### src/rtl/pad_ctrl_pkg.sv
// Shared definitions for the pad ring controller: config word layout and reset value.
package pad_ctrl_pkg;

  localparam int CFG_MODE   = 0;
  localparam int CFG_SW_OUT = 1;
  localparam int CFG_SW_OE  = 2;
  localparam int CFG_CS     = 3;
  localparam int CFG_SL     = 4;
  localparam int CFG_IE     = 5;
  localparam int CFG_PU     = 6;
  localparam int CFG_PD     = 7;

  localparam logic [7:0] CFG_RESET = 8'h20;
  localparam int ADDR_W = 8;

  typedef struct packed {
    logic pd;
    logic pu;
    logic ie;
    logic sl;
    logic cs;
    logic sw_oe;
    logic sw_out;
    logic mode;
  } pad_cfg_t;

  // Pull-down wins when software asks for both pulls at once.
  function automatic pad_cfg_t sanitize_cfg(input logic [7:0] w);
    logic [7:0] c;
    c = w;
    if (w[CFG_PU] && w[CFG_PD]) c[CFG_PU] = 1'b0;
    return pad_cfg_t'(c);
  endfunction

endpackage

### src/rtl/pad_sync.sv
// Per-pad input synchroniser with previous-value flop and gated edge detection.
module pad_sync #(
  parameter int SYNC_STAGES = 2
) (
  input  logic clk,
  input  logic rst_n,
  input  logic pad_in,
  input  logic ie,
  input  logic edge_en,
  output logic sync_out,
  output logic rise,
  output logic fall
);

  logic [SYNC_STAGES-1:0] sync_reg;
  logic                   prev_reg;

  always_ff @(posedge clk or negedge rst_n) begin
    if (!rst_n) begin
      sync_reg <= '0;
      prev_reg <= 1'b0;
    end else begin
      sync_reg <= {sync_reg[SYNC_STAGES-2:0], pad_in};
      prev_reg <= sync_reg[SYNC_STAGES-1];
    end
  end

  assign sync_out = sync_reg[SYNC_STAGES-1];
  assign rise     = sync_out & ~prev_reg & ie & edge_en;
  assign fall     = ~sync_out & prev_reg & ie & edge_en;

endmodule

### src/rtl/pad_ctrl.sv
// Core-side pad ring controller: per-pad config registers, registered pad drive,
// and synchronised inputs with edge pulses.
module pad_ctrl
  import pad_ctrl_pkg::*;
#(
  parameter int NUM_BIDIR   = 54,
  parameter int SYNC_STAGES = 2
) (
  input  logic                 clk,
  input  logic                 rst_n,
  input  logic                 reg_valid,
  output logic                 reg_ready,
  input  logic                 reg_we,
  input  logic [ADDR_W-1:0]    reg_addr,
  input  logic [7:0]           reg_wdata,
  output logic [7:0]           reg_rdata,
  output logic                 reg_rvalid,
  input  logic [NUM_BIDIR-1:0] func_out,
  input  logic [NUM_BIDIR-1:0] func_oe,
  output logic [NUM_BIDIR-1:0] gpio_in,
  output logic [NUM_BIDIR-1:0] rise,
  output logic [NUM_BIDIR-1:0] fall,
  input  logic [NUM_BIDIR-1:0] bidir_in,
  output logic [NUM_BIDIR-1:0] bidir_out,
  output logic [NUM_BIDIR-1:0] bidir_oe,
  output logic [NUM_BIDIR-1:0] bidir_cs,
  output logic [NUM_BIDIR-1:0] bidir_sl,
  output logic [NUM_BIDIR-1:0] bidir_ie,
  output logic [NUM_BIDIR-1:0] bidir_pu,
  output logic [NUM_BIDIR-1:0] bidir_pd
);

  localparam int BW = $clog2(SYNC_STAGES + 2);
  localparam logic [BW-1:0] BLANK_END = BW'(SYNC_STAGES + 1);

  logic                   ready_reg, rvalid_reg;
  logic [7:0]             rdata_reg, rd_word;
  logic                   wr_acc, rd_acc, edge_en;
  logic [BW-1:0]          blank_cnt_reg;
  logic [NUM_BIDIR*8-1:0] cfg_flat;

  assign wr_acc  = reg_valid & ready_reg & reg_we;
  assign rd_acc  = reg_valid & ready_reg & ~reg_we;
  assign edge_en = (blank_cnt_reg == BLANK_END);

  // Out-of-range addresses match no pad and so read back as zero.
  always_comb begin
    rd_word = 8'h00;
    for (int i = 0; i < NUM_BIDIR; i++) begin
      if (reg_addr == ADDR_W'(i)) rd_word = cfg_flat[i*8 +: 8];
    end
  end

  always_ff @(posedge clk or negedge rst_n) begin
    if (!rst_n) begin
      ready_reg     <= 1'b1;
      rvalid_reg    <= 1'b0;
      rdata_reg     <= 8'h00;
      blank_cnt_reg <= '0;
    end else begin
      ready_reg  <= ~rd_acc;
      rvalid_reg <= rd_acc;
      rdata_reg  <= rd_acc ? rd_word : 8'h00;
      if (!edge_en) blank_cnt_reg <= blank_cnt_reg + 1'b1;
    end
  end

  assign reg_ready  = ready_reg;
  assign reg_rvalid = rvalid_reg;
  assign reg_rdata  = rdata_reg;

  genvar gi;
  generate
    for (gi = 0; gi < NUM_BIDIR; gi++) begin : g_pad
      pad_cfg_t cfg_reg, cfg_next;
      logic     out_reg, oe_reg, cs_reg, sl_reg, ie_reg, pu_reg, pd_reg;
      logic     wr_hit;

      assign wr_hit   = wr_acc && (reg_addr == ADDR_W'(gi));
      // Drive regs load from the post-write config so a same-cycle write and
      // functional change are resolved by the new mode bit.
      assign cfg_next = wr_hit ? sanitize_cfg(reg_wdata) : cfg_reg;

      always_ff @(posedge clk or negedge rst_n) begin
        if (!rst_n) begin
          cfg_reg <= pad_cfg_t'(CFG_RESET);
          out_reg <= 1'b0;
          oe_reg  <= 1'b0;
          cs_reg  <= 1'b0;
          sl_reg  <= 1'b0;
          ie_reg  <= 1'b1;
          pu_reg  <= 1'b0;
          pd_reg  <= 1'b0;
        end else begin
          cfg_reg <= cfg_next;
          out_reg <= cfg_next.mode ? func_out[gi] : cfg_next.sw_out;
          oe_reg  <= cfg_next.mode ? func_oe[gi]  : cfg_next.sw_oe;
          cs_reg  <= cfg_next.cs;
          sl_reg  <= cfg_next.sl;
          ie_reg  <= cfg_next.ie;
          pu_reg  <= cfg_next.pu;
          pd_reg  <= cfg_next.pd;
        end
      end

      assign cfg_flat[gi*8 +: 8] = cfg_reg;
      assign bidir_out[gi] = out_reg;
      assign bidir_oe[gi]  = oe_reg;
      assign bidir_cs[gi]  = cs_reg;
      assign bidir_sl[gi]  = sl_reg;
      assign bidir_ie[gi]  = ie_reg;
      assign bidir_pu[gi]  = pu_reg;
      assign bidir_pd[gi]  = pd_reg;

      pad_sync #(.SYNC_STAGES(SYNC_STAGES)) u_sync (
        .clk      (clk),
        .rst_n    (rst_n),
        .pad_in   (bidir_in[gi]),
        .ie       (ie_reg),
        .edge_en  (edge_en),
        .sync_out (gpio_in[gi]),
        .rise     (rise[gi]),
        .fall     (fall[gi])
      );
    end
  endgenerate

endmodule

### config.mk
export PLATFORM = sky130hd
export DESIGN_NAME = pad_ctrl
export DESIGN_NICKNAME = d
export VERILOG_FILES = /design/src/rtl/pad_ctrl_pkg.sv /design/src/rtl/pad_sync.sv /design/src/rtl/pad_ctrl.sv
export SDC_FILE = /design/constraint.sdc
export NUM_CORES = 1
export LEC_CHECK = 0
export ABC_AREA = 1
export BUFFER_PORTS_ARGS = -buffer_cell sky130_fd_sc_hd__buf_2
export CORE_ASPECT_RATIO = 0.5
export CORE_MARGIN = 5
export CORE_UTILIZATION = 51
export DETAILED_ROUTE_END_ITERATION = 16
export HOLD_SLACK_MARGIN = 0.02
export PLACE_DENSITY = 0.87
export SKIP_CTS_REPAIR_TIMING = 1
export SLEW_MARGIN = 10
export SYNTH_ARGS = -nofsm -noshare
export SYNTH_HDL_FRONTEND = slang
export SYNTH_SLANG_ARGS = --single-unit
### constraint.sdc
create_clock -name clk -period 6.8 [get_ports clk]
set_input_delay 0.68 -clock clk [delete_from_list [all_inputs] [get_ports clk]]
set_output_delay 0.68 -clock clk [all_outputs]
set_load 0.005 [all_outputs]
After elaboration in Yosys (flattened, before gate mapping). Index checks and enable logic that the tools add are counted.

Add/sub/neg operators: 1. Multiply operators: 0. Div/mod/pow operators: 0. Order comparisons: 0. Eq/ne operators: 54. Shifts and indexed selects: 0. Muxes and demuxes: 218. Bitwise logic cells: 437. Reductions and logical operators: 56.

Operators by type and width (number): $mux 8 (55); $and 1x1->1 (327); $eq 8x6->1 const B (22); $mux 3 (54); $eq 8x5->1 const B (16); $not 1->1 (110); $mux 1 (109); $eq 8x4->1 const B (8); $logic_and 1x1->1 (55); $eq 8x3->1 const B (4); $eq 8x2->1 const B (2); $eq 8x1->1 const B (1); $logic_not 8->1 (1); $add 2x1->2 const B (1); $eq 2x2->1 const B (1).

Register bits after elaboration: 714. Bits in latches: 0. Memory bits (writable): 0. ROM bits: 0. Input bits: 182. Logic and storage cells: 1418. Memories kept: 0.

Logic depth before layout (Yosys ltp).
Depth after elaboration: 56. Depth in mapped cells: 46. Mapped depth without buffers: 46.

Cells and area by module. From an unflattened synthesis, not the netlist that was laid out.

Cells, all modules: 4061. Area total of the unflattened synthesis: 33208.1 µm².

Modules (own cells, without submodules): pad_ctrl (times used 1, cells an instance 3521, area an instance 27735.4 µm², seq. area each 13882.1 µm²); pad_sync (times used 54, cells an instance 10, area an instance 101.3 µm², seq. area each 75.1 µm²).

Worst setup path after synthesis. OpenSTA, ideal clock, no wires.

Path type: input to register. From: input reg_addr[5]. To: register rdata_reg[4], in the netlist reg_rdata[4]. Setup time: 123 ps. Arrival: 3299 ps. Required time: 6677 ps. Setup slack: 3378 ps. Stages on the path: 42. Cell sequence: nor2_1 -> nand2_2 -> inv_2 -> nand2_2 -> buf_6 -> or2_0 -> nand2_1 -> nand2_1 -> nand2_1 -> nand3_1 -> nand2_1 -> nand2_1 -> nand2_1 -> nand4_1 -> nor2_1 -> nand4_1 -> nor2_1 -> nand3_1 -> [6 not listed] -> nand2_1 -> nand3_1 -> nand2_1 -> nand2_1 -> nand2_1 -> nand2_1 -> nand2_1 -> nand4_1 -> nand2_1 -> nand2_1 -> nand2_1 -> nand4_1 -> nand2_1 -> nand3_1 -> nand2_1 -> nand2_1 -> nand2_1 -> a21oi_1.

Longest elaborated chain between the ends: 56. Elaborated cells between the ends (all ways): 109. Those cells by class: eq/ne (53); mux (55); reduce/logical (1).

Ends and longest elaborated chain: from (decl) (line pad_ctrl.sv:14) `input logic [ADDR_W-1:0] reg_addr,`; $logic_not 8->1 (line pad_ctrl.sv:50) `if (reg_addr == ADDR_W'(i)) rd_word = cfg_flat[i*8 +: 8];`; $mux 8 (53 in a row) (line pad_ctrl.sv:50); $mux 8 (*) (line pad_ctrl.sv:50); $mux 8 (*) (line pad_ctrl.sv:63) `rdata_reg <= rd_acc ? rd_word : 8'h00;`; to (signal assigned) (line pad_ctrl.sv:63); to (decl) (line pad_ctrl.sv:37) `logic [7:0] rdata_reg, rd_word;`.

Every way passes the cells marked *; elsewhere a longest branch is shown, timed or not. A chain may end at the register's enable or synchronous reset.

Worst setup path in the final report.
From: input reg_addr[2]. To: register rdata_reg[3], in the netlist reg_rdata[3].

The elaborated chain is that of the path after synthesis.

==> out/results.tsv <==
stage	metric	value	unit
pwr	switching share of power	0.245	
flow_run	MaxCap Viol Count	0	
pwr	combinational power share	0.065	
yosys	largest area contributor in the netlist	dfrtp_1	
final_layout	area grow syn2layout	7.64	%
routing	wire length per cell	21.5	microns
worst_hold_path	Min-Delay Path Class	input port to async pin	
yosys	number of synthesized flops with an enable pin	0	
cts	CTS tree	yes	
critical_path	Startpoint Class	input port	
routing	Vias	27900	
cts	Clock Latency Late Sink	620	ps
pwr	Switching Power	0.00214	W
global_route	pin count of the biggest net entering global routing	157	
cts	Worst-path clk slew	70	ps
floorplan	Initial Util	0.518	
global_route	vias in the first global route	27600	
cts	CTS Buf Count	61	
yosys	Area contributors post-synth	dfrtp_1, nand2_1, buf_4	
timing	worst clock skew	25.3	ps
pwr	Seq pwr share	0.512	
yosys	Main synth FF type	dfrtp_1	
global_route	first-pass GRT wire length	165000	microns
final_layout	post-layout util	0.557	
timing	hold_ws	85.4	ps
floorplan	die area	72000	sq um
critical_path	CP endpoint kind	flop	
pwr	Cell Pwr Density	240	nW/um^2
routing	Pre-antenna DRT Iters	6	
timing	maximum clock rate	217	MHz
final_layout	share of layout cells above drive strength 1	0.244	
global_route	initial antenna violation count	14	
timing	total negative setup slack	0	ps
floorplan	Die Wd	374	microns
cts	CTS max path bufs	3	
final_layout	Largest register FFs	163	
routing	# DRC	0	
run_status	status	complete, no violations	
final_layout	final net count	4419	
critical_path	critical path required time	7330	ps
yosys	Synth top cells by count	nand2_1, dfrtp_1, buf_4	
critical_path	CP max stage cell	nor2_1	
timing	final worst path period need	4610	ps
critical_path	most used cell, CP	nand2_1	
timing	RSZ-0062 raised after global routing	no	
timing	Hold Vio Cnt, Final	0	
routing	post-detailed-routing wire length	111000	microns
floorplan	I/O Pins	732	
floorplan	die height	192	microns
yosys	Synth Net Count	4257	
cts	H-tree Lvls	2	
placed_design	final HPWL from detailed placement	80700	microns
timing	Final period util	0.677	
final_layout	fin area	36500	sq um
yosys	Synth top area share	0.487	
cts	CTS sink cnt	714	
pwr	Pint	0.00662	W
timing	Worst slew margin	0.277	
pwr	Max rail drop VDD	184	uV
routing	vias per cell	5.39	
routing	drt initial violations	3194	
yosys	post-synthesis instance total	4074	
placed_design	Placed Cells	5057	
critical_path	reg-to-reg startpoint	g_pad[0].cs_reg	
yosys	Mapped Avg Cell Area	8.31	sq um
critical_path	Slowest Stage Delay on Critical Path	720	ps
pwr	Static Leak	19.0	nW
critical_path	Worst Setup SP	reg_addr[2]	
floorplan	CORE AREA	65400	sq um
cts	clock root buffer	clkbuf_16	
placed_design	IO Port Bufs	731	
critical_path	crit path max fanout	9	
global_route	GR Overflow Total	0	
placed_design	Cell Area, Placed	34400	sq um
critical_path	data arrival time of the worst path	5140	ps
timing	max-slew violations	0	
yosys	Syn. warnings	0	
timing	Final setup viols	0	
global_route	Total GRT Usage	0.299	
timing	actual slew at the worst max-slew pin	1080	ps
yosys	Seq/Total Area, Yosys	0.530	
yosys	Post-synth ARST share	1.00	
placed_design	GP Congestion	0.947	
pwr	Clk pwr share	0.423	
floorplan	Core Rows	66	
critical_path	type of the worst setup path	input port to flop	
yosys	count leader, synth	nand2_1	
yosys	post-synthesis register bit count	714	
final_layout	final std cells w/o fill	5179	
yosys	Cell variety after synth	27	
routing	Post-DRT Antenna Nets	0	
yosys	post-synthesis instance area	33900	sq um
==> worst paths after layout <==
kind / end / slack, ps / cells after the start
worst max-delay path: reg_rdata[3] / 2190 / 40
worst min-delay path: g_pad[24].u_sync.prev_reg / 90 / 1
worst max register to register: reg_rdata[3] / 2980 / 38
worst min register to register: g_pad[10].u_sync.sync_reg[1] / 350 / 0
max in group asynchronous: g_pad[30].u_sync.prev_reg / 4940 / 3
min in group clk: g_pad[7].u_sync.sync_reg[0] / 170 / 1
==> layer usage <==
layer	wire, microns	track usage	vias to the layer above
li1	-	-	12400
met5	9	0	-
met4	7340	0.174	2
met1	40800	0.369	13400
met2	52900	0.489	1627
met3	10300	0.0667	443
==> per-stage QoR <==
step           setup slack (ps)  power [W]
3_5_place_dp               1790    0.00513
5_1_grt                    1740    0.00905
4_1_cts                    2420    0.00879
2_1_floorplan              3380    0.00485
6_report                   2190    0.00876
3_3_place_gp               1810    0.00510
==> logic make-up (layout without fill, tap and decap cells) <==
family,after synthesis,in the layout,synth area share
other cells,0,12,0
simple gates,1802,1802,0.217
compound gates,538,538,0.0795
buf+inv,1017,1226,0.173
fa+ha+maj,1,1,0.000369
xor+xnor,1,1,0.000259
mux,1,1,0.000333
flops,714,714,0.530
==> cell type report <==
class | instances | area, sq um
multi-input cells | 2343 | 10100
clock buffers | 86 | 1730
clock inverters | 24 | 340
inverters | 361 | 1360
fillers | 5689 | 29000
flip-flops and latches | 714 | 17900
diodes | 12 | 30.0
well taps | 884 | 1110
repair buffers | 755 | 3870
==> cells in the final DEF, fill, tap and decap left out, types with 4 or more instances in the layout <==
cell / n
nor2_2: 6
nand4_1: 26
nor2_1: 171
clkbuf_16: 61
diode_2: 12
nor3_1: 58
a21oi_1: 77
buf_2: 730
o21ai_0: 460
dfstp_2: 55
bufinv_16: 7
dfrtp_1: 659
or2_2: 113
or2_0: 4
clkbuf_8: 11
buf_4: 22
inv_2: 9
nand2_2: 4
clkinv_2: 8
nand2_1: 1343
inv_1: 351
nand3_1: 69
clkbuf_1: 14
==> critical path: cells and delay by family <==
family / cells / cell delay (ps)
simple gates: 39 / 4340
buf+inv: 1 / 120
==> power groups by stage <==
stage / registers [W] / logic [W] / clock network [W]
global placement: 0.00456 / 0.000547 / 0
CTS: 0.00449 / 0.000567 / 0.00374
finish: 0.00449 / 0.000569 / 0.00370
detailed placement: 0.00456 / 0.000562 / 0
global route: 0.00450 / 0.000627 / 0.00392
floorplan: 0.00453 / 0.000322 / 0
Power figures use the tool's default switching activity.
